$ cat config.mk
export PLATFORM = sky130hd
export DESIGN_NAME = ram_port_arbiter
export DESIGN_NICKNAME = d
export VERILOG_FILES = /design/src/rtl/ram_port_arbiter.sv
export SDC_FILE = /design/constraint.sdc
export NUM_CORES = 1
export LEC_CHECK = 0
export ABC_AREA = 0
export CAP_MARGIN = 10
export CORE_MARGIN = 10
export CORE_UTILIZATION = 30
export DETAILED_ROUTE_END_ITERATION = 8
export GPL_TIMING_DRIVEN = 0
export SETUP_SLACK_MARGIN = 0.4
export SLEW_MARGIN = 40
export SYNTH_ARGS = -nofsm -noshare
export SYNTH_HDL_FRONTEND = slang
export SYNTH_SLANG_ARGS = --single-unit
$ cat constraint.sdc
create_clock -name clk_i -period 5.2 [get_ports clk_i]
set_input_delay 0.52 -clock clk_i [delete_from_list [all_inputs] [get_ports clk_i]]
set_output_delay 0.52 -clock clk_i [all_outputs]
set_load 0.01 [all_outputs]
$ cat src/rtl/ram_port_arbiter.sv
// Two-requester round-robin arbiter in front of one port of the byte-lane block RAM.
// Each transaction walks IDLE -> ISSUE -> WAIT -> ACK. An out-of-range address
// jumps straight from IDLE to ACK with an error and never touches the RAM.
// Every output comes from a flop; the next values are computed alongside the
// next state.
module ram_port_arbiter #(
  parameter int unsigned SIZE = 1024
) (
  input  logic        clk_i,
  input  logic        rst_n_i,
  input  logic        m0_stb_i,
  input  logic [29:0] m0_addr_i,
  input  logic [3:0]  m0_wr_i,
  input  logic [31:0] m0_data_i,
  output logic [31:0] m0_data_o,
  output logic        m0_ack_o,
  output logic        m0_err_o,
  input  logic        m1_stb_i,
  input  logic [29:0] m1_addr_i,
  input  logic [3:0]  m1_wr_i,
  input  logic [31:0] m1_data_i,
  output logic [31:0] m1_data_o,
  output logic        m1_ack_o,
  output logic        m1_err_o,
  output logic        ram_en_o,
  output logic [3:0]  ram_we_o,
  output logic [29:0] ram_addr_o,
  output logic [31:0] ram_data_o,
  input  logic [31:0] ram_data_i
);

  typedef enum logic [1:0] {IDLE, ISSUE, WAIT, ACK} state_t;

  // One extra bit so a SIZE of 2^30 still compares correctly; addresses never wrap.
  localparam logic [30:0] SIZE_W = 31'(SIZE);

  state_t state_q, state_d;
  logic   last_q, last_d;   // last granted requester; 1 = m1
  logic   gnt_q, gnt_d;     // requester owning the current transaction
  logic   gsel;

  logic [1:0]        stb;
  logic [1:0][29:0]  maddr;
  logic [1:0][3:0]   mwr;
  logic [1:0][31:0]  mdat;

  logic [1:0]        ack_q, ack_d;
  logic [1:0]        err_q, err_d;
  logic [1:0][31:0]  rdat_q, rdat_d;

  logic              ram_en_d;
  logic [3:0]        ram_we_d;
  logic [29:0]       ram_addr_d;
  logic [31:0]       ram_data_d;

  assign stb   = {m1_stb_i, m0_stb_i};
  assign maddr = {m1_addr_i, m0_addr_i};
  assign mwr   = {m1_wr_i, m0_wr_i};
  assign mdat  = {m1_data_i, m0_data_i};

  assign m0_ack_o  = ack_q[0];
  assign m1_ack_o  = ack_q[1];
  assign m0_err_o  = err_q[0];
  assign m1_err_o  = err_q[1];
  assign m0_data_o = rdat_q[0];
  assign m1_data_o = rdat_q[1];

  // Requester choice: a lone request wins outright, a tie goes to whoever was not granted last.
  always_comb begin
    gsel = stb[1];
    if (&stb) gsel = ~last_q;
  end

  // Next state plus next value of every registered output.
  // The RAM address/data registers double as the latched request: they are loaded
  // on grant and held, so ISSUE presents exactly what the requester asked for.
  always_comb begin
    state_d    = state_q;
    last_d     = last_q;
    gnt_d      = gnt_q;
    ram_en_d   = 1'b0;
    ram_we_d   = 4'h0;
    ram_addr_d = ram_addr_o;
    ram_data_d = ram_data_o;
    ack_d      = 2'b00;
    err_d      = 2'b00;
    rdat_d     = '0;
    case (state_q)
      IDLE: begin
        if (|stb) begin
          gnt_d  = gsel;
          last_d = gsel;
          if ({1'b0, maddr[gsel]} >= SIZE_W) begin
            state_d      = ACK;
            ack_d[gsel]  = 1'b1;
            err_d[gsel]  = 1'b1;
          end else begin
            state_d    = ISSUE;
            ram_en_d   = 1'b1;
            ram_we_d   = mwr[gsel];
            ram_addr_d = maddr[gsel];
            ram_data_d = mdat[gsel];
          end
        end
      end
      ISSUE: state_d = WAIT;
      WAIT: begin
        // RAM output is valid now (one cycle after enable); it becomes the response.
        state_d        = ACK;
        ack_d[gnt_q]   = 1'b1;
        rdat_d[gnt_q]  = ram_data_i;
      end
      ACK:     state_d = IDLE;
      default: state_d = IDLE;
    endcase
  end

  // State and arbitration history.
  always_ff @(posedge clk_i or negedge rst_n_i) begin
    if (!rst_n_i) begin
      state_q <= IDLE;
      last_q  <= 1'b1;
      gnt_q   <= 1'b0;
    end else begin
      state_q <= state_d;
      last_q  <= last_d;
      gnt_q   <= gnt_d;
    end
  end

  // Output registers; reset clears them at once, aborting any transaction in flight.
  always_ff @(posedge clk_i or negedge rst_n_i) begin
    if (!rst_n_i) begin
      ram_en_o   <= 1'b0;
      ram_we_o   <= 4'h0;
      ram_addr_o <= '0;
      ram_data_o <= '0;
      ack_q      <= 2'b00;
      err_q      <= 2'b00;
      rdat_q     <= '0;
    end else begin
      ram_en_o   <= ram_en_d;
      ram_we_o   <= ram_we_d;
      ram_addr_o <= ram_addr_d;
      ram_data_o <= ram_data_d;
      ack_q      <= ack_d;
      err_q      <= err_d;
      rdat_q     <= rdat_d;
    end
  end

endmodule

==> results.rst <==
.. list-table::
   :header-rows: 1

   * - Metric
     - Value
   * - WP buf/inv
     - 2
   * - Most used DFF post-synth
     - dfrtp_1
   * - Hpwl dp
     - about 16 mm
   * - Switching power share of the total
     - 0.2799
   * - Max Freq
     - between 400 and 500 MHz
   * - Final WL
     - 19.73 mm
   * - Capture point of the worst reg-to-reg path
     - ram_data_o[11]
   * - Setup Skew
     - approximately 0.0085 ns
   * - Summed negative setup slack over all endpoints
     - 0 ns
   * - Transition time at the pin with the least slew margin
     - 0.6218 ns
   * - Remaining global-route overflow
     - 0
   * - Final Cycle Share
     - 0.4793
   * - Insertion delay to the later sink of the worst-skew pair
     - 0.42 ns
   * - Number of buffers added on ports
     - 302
   * - Post CTS Setup Buffer Count
     - 0
   * - Die Footprint
     - between 20000 and 25000 µm²
   * - Num Clock Sinks
     - 139
   * - Leakage Power
     - ~4.4 nW
   * - Worst-path cell with the longest stage delay
     - nor4_1
   * - Final critical delay including setup and external delays
     - 2.492 ns
   * - Effective utilization at floorplan
     - 0.3063
   * - Total internal power
     - 0.002476 W
   * - Final Slew Violations
     - 0
   * - CTS-repair resized insts
     - 0
   * - Result of the run
     - complete, no violations
   * - Top delay family on crit path
     - simple AND/OR/NAND/NOR gates
   * - Total count of hold-check failures in the final report
     - 0
   * - Max_slew headroom
     - 0.5811
   * - Avg Synthesized Cell Area
     - 14.50 µm²
   * - Kind of end point of the critical path
     - flip-flop
   * - Number of buffers inserted by hold repair at cts
     - 0
   * - Number of enable-type register cells in the synthesized netlist
     - 0
   * - Buffer levels on the longest clock path
     - 2
   * - Via count of the routed design
     - approximately 4200
   * - Fillers
     - 1525
   * - Origin of the worst setup path
     - m1_addr_i[19]
   * - Data required time at the worst endpoint
     - 5.50 ns
   * - Num rows
     - 49
   * - Setup repair after global routing missed its margin
     - false
   * - Sequential share of power
     - 0.369
   * - Die Span X
     - 155.9 µm
   * - Met2 wire length
     - 10.35 mm
   * - Pre-Repair DR Iteration Count
     - 4
   * - Area added between synthesis and finish
     - 71.97%
   * - Weighted congestion at the end of routability-driven global placement
     - 0.8253
   * - Yosys top cell area share
     - 0.6233
   * - Met3 Routed Length
     - 1.441 mm
   * - Synth Instances
     - 382
   * - CP Max Fanout
     - 10
   * - Layout cells sized above 1
     - 0.1827
   * - Register area
     - between 3000 and 4000 µm²
   * - Height of the die
     - between 150 and 200 µm
   * - Biggest area consumer among synthesized cells
     - dfrtp_1
   * - Biggest cell delay along the critical path
     - 0.52 ns
   * - Share of total power in the clock network
     - 0.379
   * - Cell types occupying the most area after synthesis
     - dfrtp_1, mux2_4, mux2_2, and2_1, and3_1
   * - Per-cell routed wire length
     - 20.83 µm
   * - Number of global-route vias before repair
     - 4760
   * - Count of endpoints failing setup in the final report
     - 0
   * - First-pass GRT wire length
     - 29.39 mm
   * - Total net switching power
     - 0.0009627 W
   * - Routed length on met1
     - around 7.5 mm
   * - Number of flip-flops and latches in the synthesized netlist
     - 139
   * - Post-route DRC violation count
     - 0
   * - Number of antenna violations at the first check in global routing
     - 2
   * - Warning count from the yosys run
     - 0
   * - Worst reg2reg setup slack
     - 3.02 ns
   * - Length in cells of the worst reg-to-reg path
     - 8
   * - Area of the mapped netlist
     - roughly 5500 µm²
   * - Maximum level of the CTS H-tree
     - 4
   * - DRT antenna net count
     - 0
   * - IR Drop Worst-Case VDD
     - between 200 and 250 µV
   * - Core footprint
     - 18090 µm²
   * - Worst path arrival time
     - approximately 2.8 ns
   * - Net count after synthesis
     - roughly 550
   * - Library cell used as clock root buffer
     - clkbuf_16
   * - Topmost layer with routed signal wires
     - met5
   * - Worst reg2reg path startpoint
     - state_q[1]
   * - CTS tree
     - yes
   * - Final net count
     - 874
   * - Total clock buffers created by CTS
     - 17
   * - Per-cell via count in the routed design
     - 4.429
   * - Max-cap violations
     - 0
   * - Stages on worst setup path
     - 7
   * - FFs w/ async S/R, synth
     - 1.000
   * - Overall routing resource usage
     - 0.1596
   * - Multi-input gate area in the final layout
     - 1934 µm²
   * - Cell Pwr Density
     - 360.9 nW/µm²
   * - I/O pin total
     - 303
   * - Critical path start-end classification
     - input pin to flip-flop
   * - Sequential cell area fraction in the yosys report
     - 0.6280
   * - Final worst setup slack
     - approximately 2.7 ns
   * - Pin count of the biggest net entering global routing
     - 79
   * - Combinational fraction of design power
     - 0.252
   * - Register clock-pin slew on the reported worst setup and hold paths
     - about 0.070 ns
   * - Cell breakdown of the critical path
     - clkdlybuf4s50_1, nor4_1, nand2_1, nor2_1, a41oi_4, buf_6, mux2_4
   * - Count of distinct cell types in the synthesized netlist
     - 28
   * - Minimum setup slack after placement
     - approximately 2.2 ns
   * - Worst Hold Class
     - input pin to asynchronous set/reset pin
   * - Element type at the critical path start
     - input pin
   * - DR iter-0 viols
     - 127
==> power by group through the flow <==
stage,logic (W),clock network (W),registers (W)
2_1_floorplan,0.000284,0,0.00135
3_3_place_gp,0.000864,0,0.00129
3_5_place_dp,0.000880,0,0.00129
4_1_cts,0.000884,0.00134,0.00127
5_1_grt,0.000939,0.00140,0.00128
6_report,0.000867,0.00130,0.00127
==> state kept, by name (all words and copies together) (netlist names) <==
name and count:
ack_q 2, err_q 2, gnt_q 1, last_q 1
m0_data_o 32, m1_data_o 32, ram_addr_o 30, ram_data_o 32
ram_en_o 1, ram_we_o 4, state_q 2
==> placed cells by master (no fill, tap or decap), types with 5 or more instances in the layout <==
cell type	n
and2_1	52
and3_1	32
buf_2	5
clkbuf_1	11
clkbuf_16	17
clkdlybuf4s50_1	301
dfrtp_1	138
inv_8	6
mux2_2	45
mux2_4	39
nand2_1	6
nor2_1	11
nor4_1	10
==> how the worst max path moves through the flow <==
| stage | slack (ns) | end |
|---|---|---|
| global route | 2.58 | ram_data_o[18] |
| global placement | -1.83 | ram_addr_o[21] |
| floorplan | 3.24 | ram_data_o[10] |
| detailed placement | 2.18 | ram_data_o[12] |
| finish | 2.71 | ram_data_o[9] |
| CTS | 2.62 | ram_data_o[11] |
==> per-stage QoR <==
step	util	hold slack, ns	power [W]	cells	cell area (µm²)
after floorplan	-	0.2244	0.001635	382	5540
after global placement	0.4893	0.4677	0.002150	913	8850
after detailed placement	0.4911	0.4725	0.002169	914	8882
after CTS	0.5267	0.03635	0.003494	946	9525
after global routing	0.5268	0.04352	0.003621	947	9528
final	0.5268	0.02677	0.003439	947	9528
==> per-layer routing <==
metal,global-route usage,vias to the layer above
li1,-,1964
met1,0.1797,2059
met2,0.2761,147
met3,0.05569,22
met4,0.05306,2
met5,0,-
==> cell families (layout without fill, tap and decap cells) <==
family	count (synthesis)	after routing	share of synthesized area
flops	139	139	0.6280
simple gates	119	119	0.1253
mux	84	84	0.1972
buf+inv	24	359	0.02281
compound gates	14	14	0.02213
fa+ha+maj	2	2	0.004516
other cells	0	1	0
==> area by class of cell <==
type / instances / share of cell area
tap: 229 / 0.03007
sequential: 139 / 0.3652
clock inverter: 15 / 0.02285
inverter: 4 / 0.001576
timing repair buffer: 303 / 0.3207
clock buffer: 17 / 0.04465
antenna: 1 / 0.0002626
buffer: 20 / 0.01169
multi-input combinational: 219 / 0.2030
==> cell usage after synthesis (all sizes together), types with 2 or more instances <==
master    n
dfrtp   138
mux2     84
and2     52
and3     32
clkbuf   11
nor2     11
nor4     10
buf       9
nand2     6
a22oi     4
inv       4
nand3     4
a31oi     2
ha        2
nor3      2
==> worst register-to-register path: stages, from the launching register on <==
cell	delay (ns)
dfrtp_1	0.37
inv_1	0.05
ha_1	0.16
buf_2	0.18
o211ai_1	0.13
nor3_1	0.11
a41oi_4	0.48
buf_6	0.27
mux2_4	0.32
No activity file was read; power rests on OpenSTA's default activity.
